### src/rtl/reg_file_rename_pkg.sv
// rtl/reg_file_rename_pkg.sv - shared widths for the rename register file
package reg_file_rename_pkg;
  localparam int REG_POS_WID = 5;
  localparam int NREG        = 1 << REG_POS_WID;
  localparam int ROB_SIZE    = 16;
  localparam int ROB_POS_WID = $clog2(ROB_SIZE);
  localparam int XLEN        = 32;
endpackage

### src/rtl/reg_file_rename_if.sv
// rtl/reg_file_rename_if.sv - issue/read/commit bus of the rename register file
interface reg_file_rename_if;
  import reg_file_rename_pkg::*;

  logic                   i_rdy;
  logic                   i_rollback;
  logic                   i_issue;
  logic [REG_POS_WID-1:0] i_issue_rd;
  logic [ROB_POS_WID-1:0] i_issue_rob_pos;
  logic [REG_POS_WID-1:0] i_rs1;
  logic [REG_POS_WID-1:0] i_rs2;
  logic [XLEN-1:0]        o_rs1_val;
  logic [XLEN-1:0]        o_rs2_val;
  logic                   o_rs1_busy;
  logic                   o_rs2_busy;
  logic [ROB_POS_WID-1:0] o_rs1_rob_pos;
  logic [ROB_POS_WID-1:0] o_rs2_rob_pos;
  logic                   i_reg_write;
  logic [REG_POS_WID-1:0] i_reg_rd;
  logic [XLEN-1:0]        i_reg_val;
  logic [ROB_POS_WID-1:0] i_commit_rob_pos;

  modport master (
    output i_rdy, i_rollback, i_issue, i_issue_rd, i_issue_rob_pos, i_rs1, i_rs2,
           i_reg_write, i_reg_rd, i_reg_val, i_commit_rob_pos,
    input  o_rs1_val, o_rs2_val, o_rs1_busy, o_rs2_busy, o_rs1_rob_pos, o_rs2_rob_pos
  );

  modport slave (
    input  i_rdy, i_rollback, i_issue, i_issue_rd, i_issue_rob_pos, i_rs1, i_rs2,
           i_reg_write, i_reg_rd, i_reg_val, i_commit_rob_pos,
    output o_rs1_val, o_rs2_val, o_rs1_busy, o_rs2_busy, o_rs1_rob_pos, o_rs2_rob_pos
  );
endinterface

### src/rtl/reg_file_rename_read_port.sv
// rtl/reg_file_rename_read_port.sv - one source read: x0 check, commit bypass, output mux
module reg_file_rename_read_port
  import reg_file_rename_pkg::*;
(
  input  logic [REG_POS_WID-1:0] i_rs,
  input  logic [XLEN-1:0]        i_arr_val,
  input  logic                   i_arr_busy,
  input  logic [ROB_POS_WID-1:0] i_arr_tag,
  input  logic                   i_reg_write,
  input  logic [REG_POS_WID-1:0] i_reg_rd,
  input  logic [XLEN-1:0]        i_reg_val,
  input  logic [ROB_POS_WID-1:0] i_commit_rob_pos,
  output logic [XLEN-1:0]        o_val,
  output logic                   o_busy,
  output logic [ROB_POS_WID-1:0] o_rob_pos
);
  logic w_is_x0;
  logic w_bypass;

  // Bypass only when the committing slot is the one this register still waits on.
  assign w_is_x0  = (i_rs == '0);
  assign w_bypass = i_arr_busy && i_reg_write && (i_reg_rd == i_rs) && (i_arr_tag == i_commit_rob_pos);

  always_comb begin
    o_val     = i_arr_val;
    o_busy    = i_arr_busy;
    o_rob_pos = i_arr_tag;
    if (w_is_x0) begin
      o_val     = '0;
      o_busy    = 1'b0;
      o_rob_pos = '0;
    end else if (w_bypass) begin
      o_val  = i_reg_val;
      o_busy = 1'b0;
    end
  end
endmodule

### src/rtl/reg_file_rename.sv
// rtl/reg_file_rename.sv - architectural register file with per-register ROB rename tags
module reg_file_rename
  import reg_file_rename_pkg::*;
(
  input  logic              i_clk,
  input  logic              i_rst,
  reg_file_rename_if.slave  bus
);
  logic [XLEN-1:0]        r_val  [NREG];
  logic                   r_busy [NREG];
  logic [ROB_POS_WID-1:0] r_tag  [NREG];

  logic w_commit;
  logic w_issue;
  logic w_issue_hits_commit;

  assign w_commit            = bus.i_reg_write && (bus.i_reg_rd != '0);
  assign w_issue             = bus.i_issue && (bus.i_issue_rd != '0) && !bus.i_rollback;
  assign w_issue_hits_commit = w_issue && (bus.i_issue_rd == bus.i_reg_rd);

  always_ff @(posedge i_clk or posedge i_rst) begin
    if (i_rst) begin
      for (int i = 0; i < NREG; i++) begin
        r_val[i]  <= '0;
        r_busy[i] <= 1'b0;
        r_tag[i]  <= '0;
      end
    end else if (bus.i_rdy) begin
      if (w_commit) begin
        r_val[bus.i_reg_rd] <= bus.i_reg_val;
        if ((r_tag[bus.i_reg_rd] == bus.i_commit_rob_pos) && !w_issue_hits_commit)
          r_busy[bus.i_reg_rd] <= 1'b0;
      end
      // Rollback drops every mapping; a concurrent commit above still lands its value.
      if (bus.i_rollback) begin
        for (int i = 0; i < NREG; i++)
          r_busy[i] <= 1'b0;
      end else if (w_issue) begin
        r_busy[bus.i_issue_rd] <= 1'b1;
        r_tag[bus.i_issue_rd]  <= bus.i_issue_rob_pos;
      end
    end
  end

  reg_file_rename_read_port u_rs1 (
    .i_rs             (bus.i_rs1),
    .i_arr_val        (r_val[bus.i_rs1]),
    .i_arr_busy       (r_busy[bus.i_rs1]),
    .i_arr_tag        (r_tag[bus.i_rs1]),
    .i_reg_write      (bus.i_reg_write),
    .i_reg_rd         (bus.i_reg_rd),
    .i_reg_val        (bus.i_reg_val),
    .i_commit_rob_pos (bus.i_commit_rob_pos),
    .o_val            (bus.o_rs1_val),
    .o_busy           (bus.o_rs1_busy),
    .o_rob_pos        (bus.o_rs1_rob_pos)
  );

  reg_file_rename_read_port u_rs2 (
    .i_rs             (bus.i_rs2),
    .i_arr_val        (r_val[bus.i_rs2]),
    .i_arr_busy       (r_busy[bus.i_rs2]),
    .i_arr_tag        (r_tag[bus.i_rs2]),
    .i_reg_write      (bus.i_reg_write),
    .i_reg_rd         (bus.i_reg_rd),
    .i_reg_val        (bus.i_reg_val),
    .i_commit_rob_pos (bus.i_commit_rob_pos),
    .o_val            (bus.o_rs2_val),
    .o_busy           (bus.o_rs2_busy),
    .o_rob_pos        (bus.o_rs2_rob_pos)
  );
endmodule

### src/flat_wrapper.sv
// flat-port wrapper written by rule: the top's interface ports become plain ports
module reg_file_rename_flat import reg_file_rename_pkg::*;
  (i_clk, i_rst, bus_i_rdy, bus_i_rollback, bus_i_issue, bus_i_issue_rd, bus_i_issue_rob_pos, bus_i_rs1, bus_i_rs2, bus_i_reg_write, bus_i_reg_rd, bus_i_reg_val, bus_i_commit_rob_pos, bus_o_rs1_val, bus_o_rs2_val, bus_o_rs1_busy, bus_o_rs2_busy, bus_o_rs1_rob_pos, bus_o_rs2_rob_pos);
  reg_file_rename_if bus_i ();
  input  logic i_clk;
  input  logic i_rst;
  input wire logic [$bits(bus_i.i_rdy)-1:0] bus_i_rdy;
  input wire logic [$bits(bus_i.i_rollback)-1:0] bus_i_rollback;
  input wire logic [$bits(bus_i.i_issue)-1:0] bus_i_issue;
  input wire logic [$bits(bus_i.i_issue_rd)-1:0] bus_i_issue_rd;
  input wire logic [$bits(bus_i.i_issue_rob_pos)-1:0] bus_i_issue_rob_pos;
  input wire logic [$bits(bus_i.i_rs1)-1:0] bus_i_rs1;
  input wire logic [$bits(bus_i.i_rs2)-1:0] bus_i_rs2;
  input wire logic [$bits(bus_i.i_reg_write)-1:0] bus_i_reg_write;
  input wire logic [$bits(bus_i.i_reg_rd)-1:0] bus_i_reg_rd;
  input wire logic [$bits(bus_i.i_reg_val)-1:0] bus_i_reg_val;
  input wire logic [$bits(bus_i.i_commit_rob_pos)-1:0] bus_i_commit_rob_pos;
  output wire logic [$bits(bus_i.o_rs1_val)-1:0] bus_o_rs1_val;
  output wire logic [$bits(bus_i.o_rs2_val)-1:0] bus_o_rs2_val;
  output wire logic [$bits(bus_i.o_rs1_busy)-1:0] bus_o_rs1_busy;
  output wire logic [$bits(bus_i.o_rs2_busy)-1:0] bus_o_rs2_busy;
  output wire logic [$bits(bus_i.o_rs1_rob_pos)-1:0] bus_o_rs1_rob_pos;
  output wire logic [$bits(bus_i.o_rs2_rob_pos)-1:0] bus_o_rs2_rob_pos;
  assign bus_i.i_rdy = bus_i_rdy;
  assign bus_i.i_rollback = bus_i_rollback;
  assign bus_i.i_issue = bus_i_issue;
  assign bus_i.i_issue_rd = bus_i_issue_rd;
  assign bus_i.i_issue_rob_pos = bus_i_issue_rob_pos;
  assign bus_i.i_rs1 = bus_i_rs1;
  assign bus_i.i_rs2 = bus_i_rs2;
  assign bus_i.i_reg_write = bus_i_reg_write;
  assign bus_i.i_reg_rd = bus_i_reg_rd;
  assign bus_i.i_reg_val = bus_i_reg_val;
  assign bus_i.i_commit_rob_pos = bus_i_commit_rob_pos;
  assign bus_o_rs1_val = bus_i.o_rs1_val;
  assign bus_o_rs2_val = bus_i.o_rs2_val;
  assign bus_o_rs1_busy = bus_i.o_rs1_busy;
  assign bus_o_rs2_busy = bus_i.o_rs2_busy;
  assign bus_o_rs1_rob_pos = bus_i.o_rs1_rob_pos;
  assign bus_o_rs2_rob_pos = bus_i.o_rs2_rob_pos;
  reg_file_rename u_core (.i_clk(i_clk), .i_rst(i_rst), .bus(bus_i));
endmodule
### config.mk
export PLATFORM = sky130hd
export DESIGN_NAME = reg_file_rename_flat
export DESIGN_NICKNAME = d
export VERILOG_FILES = /design/src/rtl/reg_file_rename_pkg.sv /design/src/rtl/reg_file_rename_if.sv /design/src/rtl/reg_file_rename_read_port.sv /design/src/rtl/reg_file_rename.sv /design/src/flat_wrapper.sv
export SDC_FILE = /design/constraint.sdc
export NUM_CORES = 2
export LEC_CHECK = 0
export CAP_MARGIN = 30
export CORE_UTILIZATION = 43
export DETAILED_ROUTE_END_ITERATION = 10
export MAX_ROUTING_LAYER = met4
export PLACE_DENSITY_LB_ADDON = 0.08
export SLEW_MARGIN = 5
export SYNTH_ARGS = -nofsm -noshare
export SYNTH_HDL_FRONTEND = slang
export SYNTH_SLANG_ARGS = --single-unit
### constraint.sdc
create_clock -name i_clk -period 74.9 [get_ports i_clk]
set_input_delay 11.235 -clock i_clk [delete_from_list [all_inputs] [get_ports i_clk]]
set_output_delay 11.235 -clock i_clk [all_outputs]
set_load 0.02 [all_outputs]
# Word level (Yosys, flattened, before mapping)
# Cells that the tools add are included.
# op_classes
addsub	0
n_mul	0
mux	46
reduce_logical	21
n_lt_le_gt_ge	6
shift	0
eq_ne	6
bitwise_logic	8
n_div	0
# op_table
operator	n
$bwmux 1024	1
$mux 32	14
$bmux 32 s5	2
$demux 32 s5	1
$bwmux 128	1
$bmux 4 s5	3
$mux 4	9
$and 32x32->32	1
$not 32->32	1
$or 32x32->32	1
$ge 6x6->1 const B	4
$not 5->6	4
$demux 4 s5	1
$eq 5x5->1	3
$logic_and 1x1->1	13
$eq 4x4->1	3
$lt 6x1->1 const B	2
$bmux 1 s5	2
$demux 1 s5	2
$logic_not 5->1	2
$mux 1	10
$reduce_bool 5->1	2
$reduce_and 3->1	1
$logic_not 1->1	2
other kinds (2)	2
# word_totals
n_memories	0
latch_bits	0
ramBits	0
word_cells	183
out_inout_bits	74
ff_bits	1184
romBits	0
in_bits	66

# Logic depth before layout (Yosys ltp)
# logic_depth
depth_word	13
depth_mapped	12
ltp_nobuf	7

# By module
# Synthesis repeated with hierarchy kept, for this count alone.
# hier_totals
hier_cells	4190
hier_area_um2	65816.9
# by_module_without_submodules
module	area_per_inst_um2	cells_each	n_inst	seq_area_each_um2
reg_file_rename	64232.9	3934	1	29628.4
reg_file_rename_read_port	792.0	128	2	0.0

# Worst setup path after synthesis
# OpenSTA, ideal clock, no wires.
# synth_timing
kind	input port to output port
from	in bus_i_rs2[1]
to	out bus_o_rs2_val[10]
slack_ns	49.655
arrival_ns	14.010
path_buffers	3
required_time_ns	63.665
cell_stages	9
path_cell_list	buf_6 buf_2 mux4_2 o21ai_0 inv_1 or4_4 a2111oi_4 buf_6 mux2i_1
# synth_between
elab_chain_cells	9
word_cells_on_any_way	18
classes_between	eq/ne: 2; mux: 11; bitwise: 1; reduce/logical: 4
# synth_rtl
element	line	source
start, declared	flat_wrapper.sv:13	input wire logic [$bits(bus_i.i_rs2)-1:0] bus_i_rs2;
branches (longest 8 deep; another with $mux 32)	--	
$mux 32 (*)	reg_file_rename_read_port.sv:28	if (w_is_x0) begin
end, declared	flat_wrapper.sv:19	output wire logic [$bits(bus_i.o_rs2_val)-1:0] bus_o_rs2_val;
# Mark *: on every way between the ends. The select of a mux whose other input is x is not followed.

# Worst setup path in the final report
# layout_timing
from	in bus_i_rs1[1]
to	out bus_o_rs1_val[18]
# layout_between
elab_chain_cells	9
word_cells_on_any_way	18
classes_between	eq/ne: 2; mux: 11; bitwise: 1; reduce/logical: 4
# layout_rtl
element	line	source
start, declared	flat_wrapper.sv:12	input wire logic [$bits(bus_i.i_rs1)-1:0] bus_i_rs1;
branches (longest 8 deep; another with $mux 32)	--	
$mux 32 (*)	reg_file_rename_read_port.sv:28	
end, declared	flat_wrapper.sv:18	output wire logic [$bits(bus_i.o_rs1_val)-1:0] bus_o_rs1_val;
# Marked as above.

==> flow_metrics.env <==
export IMPL_outcome="completed"
export IMPL_io_buffers=139
export IMPL_layout_common_cells="dfrtp_1, mux2_2, mux4_2"
export IMPL_first_global_vias=42300
export IMPL_finalSetupViolations=0
export IMPL_r2r_start="u_core.r_tag[85]"
export IMPL_gp_congestion=0.8342
export IMPL_reg2regPathDepth=9
export IMPL_syn2layout_area_growth_pct=13.63
export IMPL_cts_tree="built"
export IMPL_yosysSeqAreaShare_pct=45.13
export IMPL_grt_util_met1_pct=38.43
export IMPL_min_delay_path_depth=0
export IMPL_multi_input_area_mm2=0.03426
export IMPL_vias_per_cell=6.324
export IMPL_ctsLongestPathBuffers=3
export IMPL_dieArea_mm2=0.1542
export IMPL_worstPathRequired_ns=63.67
export IMPL_chipHeight_um=392.7
export IMPL_overflow=0
export IMPL_min_period_ns=27.90
export IMPL_ys_ff_latch=1184
export IMPL_max_slew_worst_pin_slew_ns=1.081
export IMPL_grt_usage_pct=28.50
export IMPL_ir_drop_mv=0.02353
export IMPL_pre_cts_slack_ns=46.87
export IMPL_drive_gt1_share_pct=53.29
export IMPL_gr_usage_met3_pct=3.881
export IMPL_initialDrtViolationCount=2947
export IMPL_cts_resized=0
export IMPL_rows=143
export IMPL_syn_mean_instance_area_um2=15.38
export IMPL_cts_clk_slew_worst_paths_ns=0.06
export IMPL_synth_cells=4268
export IMPL_grtUsageMet2_pct=44.84
export IMPL_fin_crit_sh_pct=37.25
export IMPL_worstHoldEndpoint="u_core.r_val[1008]"
export IMPL_yosysUniqueCellTypes=60
export IMPL_root_buffer="clkbuf_16"
export IMPL_layout_commonest_cell="dfrtp_1"
export IMPL_ctsHoldBuffers=0
export IMPL_ys_async_sr_fraction_pct=100.0
export IMPL_p_total_uw=1807
export IMPL_post_dp_cell_area_mm2=0.06940
export IMPL_critPathArrivalTime_ns=16.66
export IMPL_synth_nets=4334
export IMPL_busiest_layer="met2"
export IMPL_finalMaxSlewViolations=0
export IMPL_fmax_mhz=35.84
export IMPL_nets=4281
export IMPL_cts_buffers=145
export IMPL_fillers=13050
export IMPL_fp_coreArea_mm2=0.1517
export IMPL_post_cts_buffers=0
export IMPL_pwr_density_cell_mw_per_mm2=24.22
export IMPL_cap_violations=0
export IMPL_syn_area_mm2=0.06565
export IMPL_clkLatencyLatePin_ns=0.79
export IMPL_end_kind="primary output"
export IMPL_min_delay_start="u_core.r_val[1008]"
export IMPL_vias=40270
export IMPL_p_leak_uw=0.03245
export IMPL_htree_levels=4
export IMPL_wirelength_um=207700
export IMPL_hold_viol=0
export IMPL_synth_main_ff_cell="dfrtp_1"
export IMPL_whs_ns=0.3900
export IMPL_reg2reg_slack_ns=71.48
export IMPL_dpl_hpwl_um=118500
export IMPL_postRouteAntennaNets=0
export IMPL_tns_ns=0
export IMPL_ys_warn_count=0
export IMPL_r2r_end="u_core.r_busy[29]"
export IMPL_synth_edf_count=0
export IMPL_path_class="input pin to primary output"
export IMPL_dieWidth_um=392.7
export IMPL_antenna_found_initial=6
export IMPL_wl_per_cell_um=32.61
export IMPL_grt_pass1_wl_um=307900
export IMPL_final_cell_area_mm2=0.07460
export IMPL_fin_skew_ns=0.02203
export IMPL_rsz0062_at_grt="false"
export IMPL_hold_class="flop to flop"
export IMPL_setup_slack_ns=47.00
export IMPL_start_util_pct=43.27
export IMPL_crit_path_start_kind="input pin"
export IMPL_drtPass1Iterations=5
export IMPL_clock_sinks=1184
export IMPL_regArea_mm2=0.02963
export IMPL_crit_fanout=83
export IMPL_drc=0
export IMPL_boundaryPins=140
export IMPL_grt_start_max_net_pins=164
export IMPL_relSlewSlack_pct=27.94
[per-layer routing]
metal	up-vias	share of wire, %
li1	16530	-
met1	22290	43
met2	1141	49
met3	308	4.7
met4	0	3.2
met5	-	0
[kinds of logic after synthesis]
group                     share of synthesized area [%]
buffers and inverters                             3.042
xor gates and xnor gates                         0.2668
muxes                                             46.72
DFF                                               45.13
and+or+nand+nor                                   2.931
AOI/OAI and AO/OA                                 1.910
[area by class of cell]
cell class	instances	area share (%)
well taps	2030	3.405
clock buffers	216	5.763
clock inverters	47	0.8101
repair buffers	282	4.284
inverters	11	0.06541
diodes	7	0.02348
flip-flops and latches	1184	39.72
multi-input cells	2591	45.93
[how the worst max path moves through the flow]
| stage | from | end |
|---|---|---|
| 2_1_floorplan | i_rst | u_core.r_busy[0] |
| 3_3_place_gp | bus_i_rs1[1] | bus_o_rs1_val[18] |
| 3_5_place_dp | bus_i_rs1[1] | bus_o_rs1_val[18] |
| 4_1_cts | bus_i_rs1[1] | bus_o_rs1_val[18] |
| 5_1_grt | bus_i_rs1[1] | bus_o_rs1_val[18] |
| 6_report | bus_i_rs1[1] | bus_o_rs1_val[18] |
[registers in the layout (all words and copies together), names as in the netlist]
register and count:
u_core.r_val 1024, u_core.r_busy 32, u_core.r_tag 128
[power breakdown]
group | total, uW | internal, uW | switching, uW
clock network | 723 | 435 | 288
registers | 773 | 717 | 55.8
logic | 311 | 183 | 128
total | 1810 | 1340 | 472
[cell usage after synthesis (13+ instances only)]
cell type	number	area share (%)
dfrtp_1	1184	45
nor2_1	72	0.41
a21oi_1	32	0.24
buf_1	129	0.74
clkbuf_1	280	1.6
mux2i_1	130	2.0
nand4_1	15	0.14
xor2_1	16	0.21
buf_2	62	0.47
a22oi_1	32	0.37
nor3_1	13	0.099
nand2_1	158	0.90
nand3_1	22	0.17
mux4_2	722	25
nand2b_1	35	0.33
mux2_2	1150	20
o211ai_1	33	0.38
[worst max-delay path, stage by stage]
cell and delay, ns:
buf_8 0.51, buf_4 0.77, buf_4 0.82, mux4_2 0.60, mux2_2 0.27, a31oi_1 0.26
a21bo_2 0.18, a21oi_1 0.06, nand4_1 0.15, buf_4 0.54, mux2i_1 0.48, clkdlybuf4s50_1 0.71
[per-stage QoR]
stage               instances  util [%]
finish                   6368     49.17
global route             6365     49.16
CTS                      6349     48.98
detailed placement       6086     45.74
global placement         6049     45.25
floorplan                4268         -
Power figures use the tool's default switching activity.
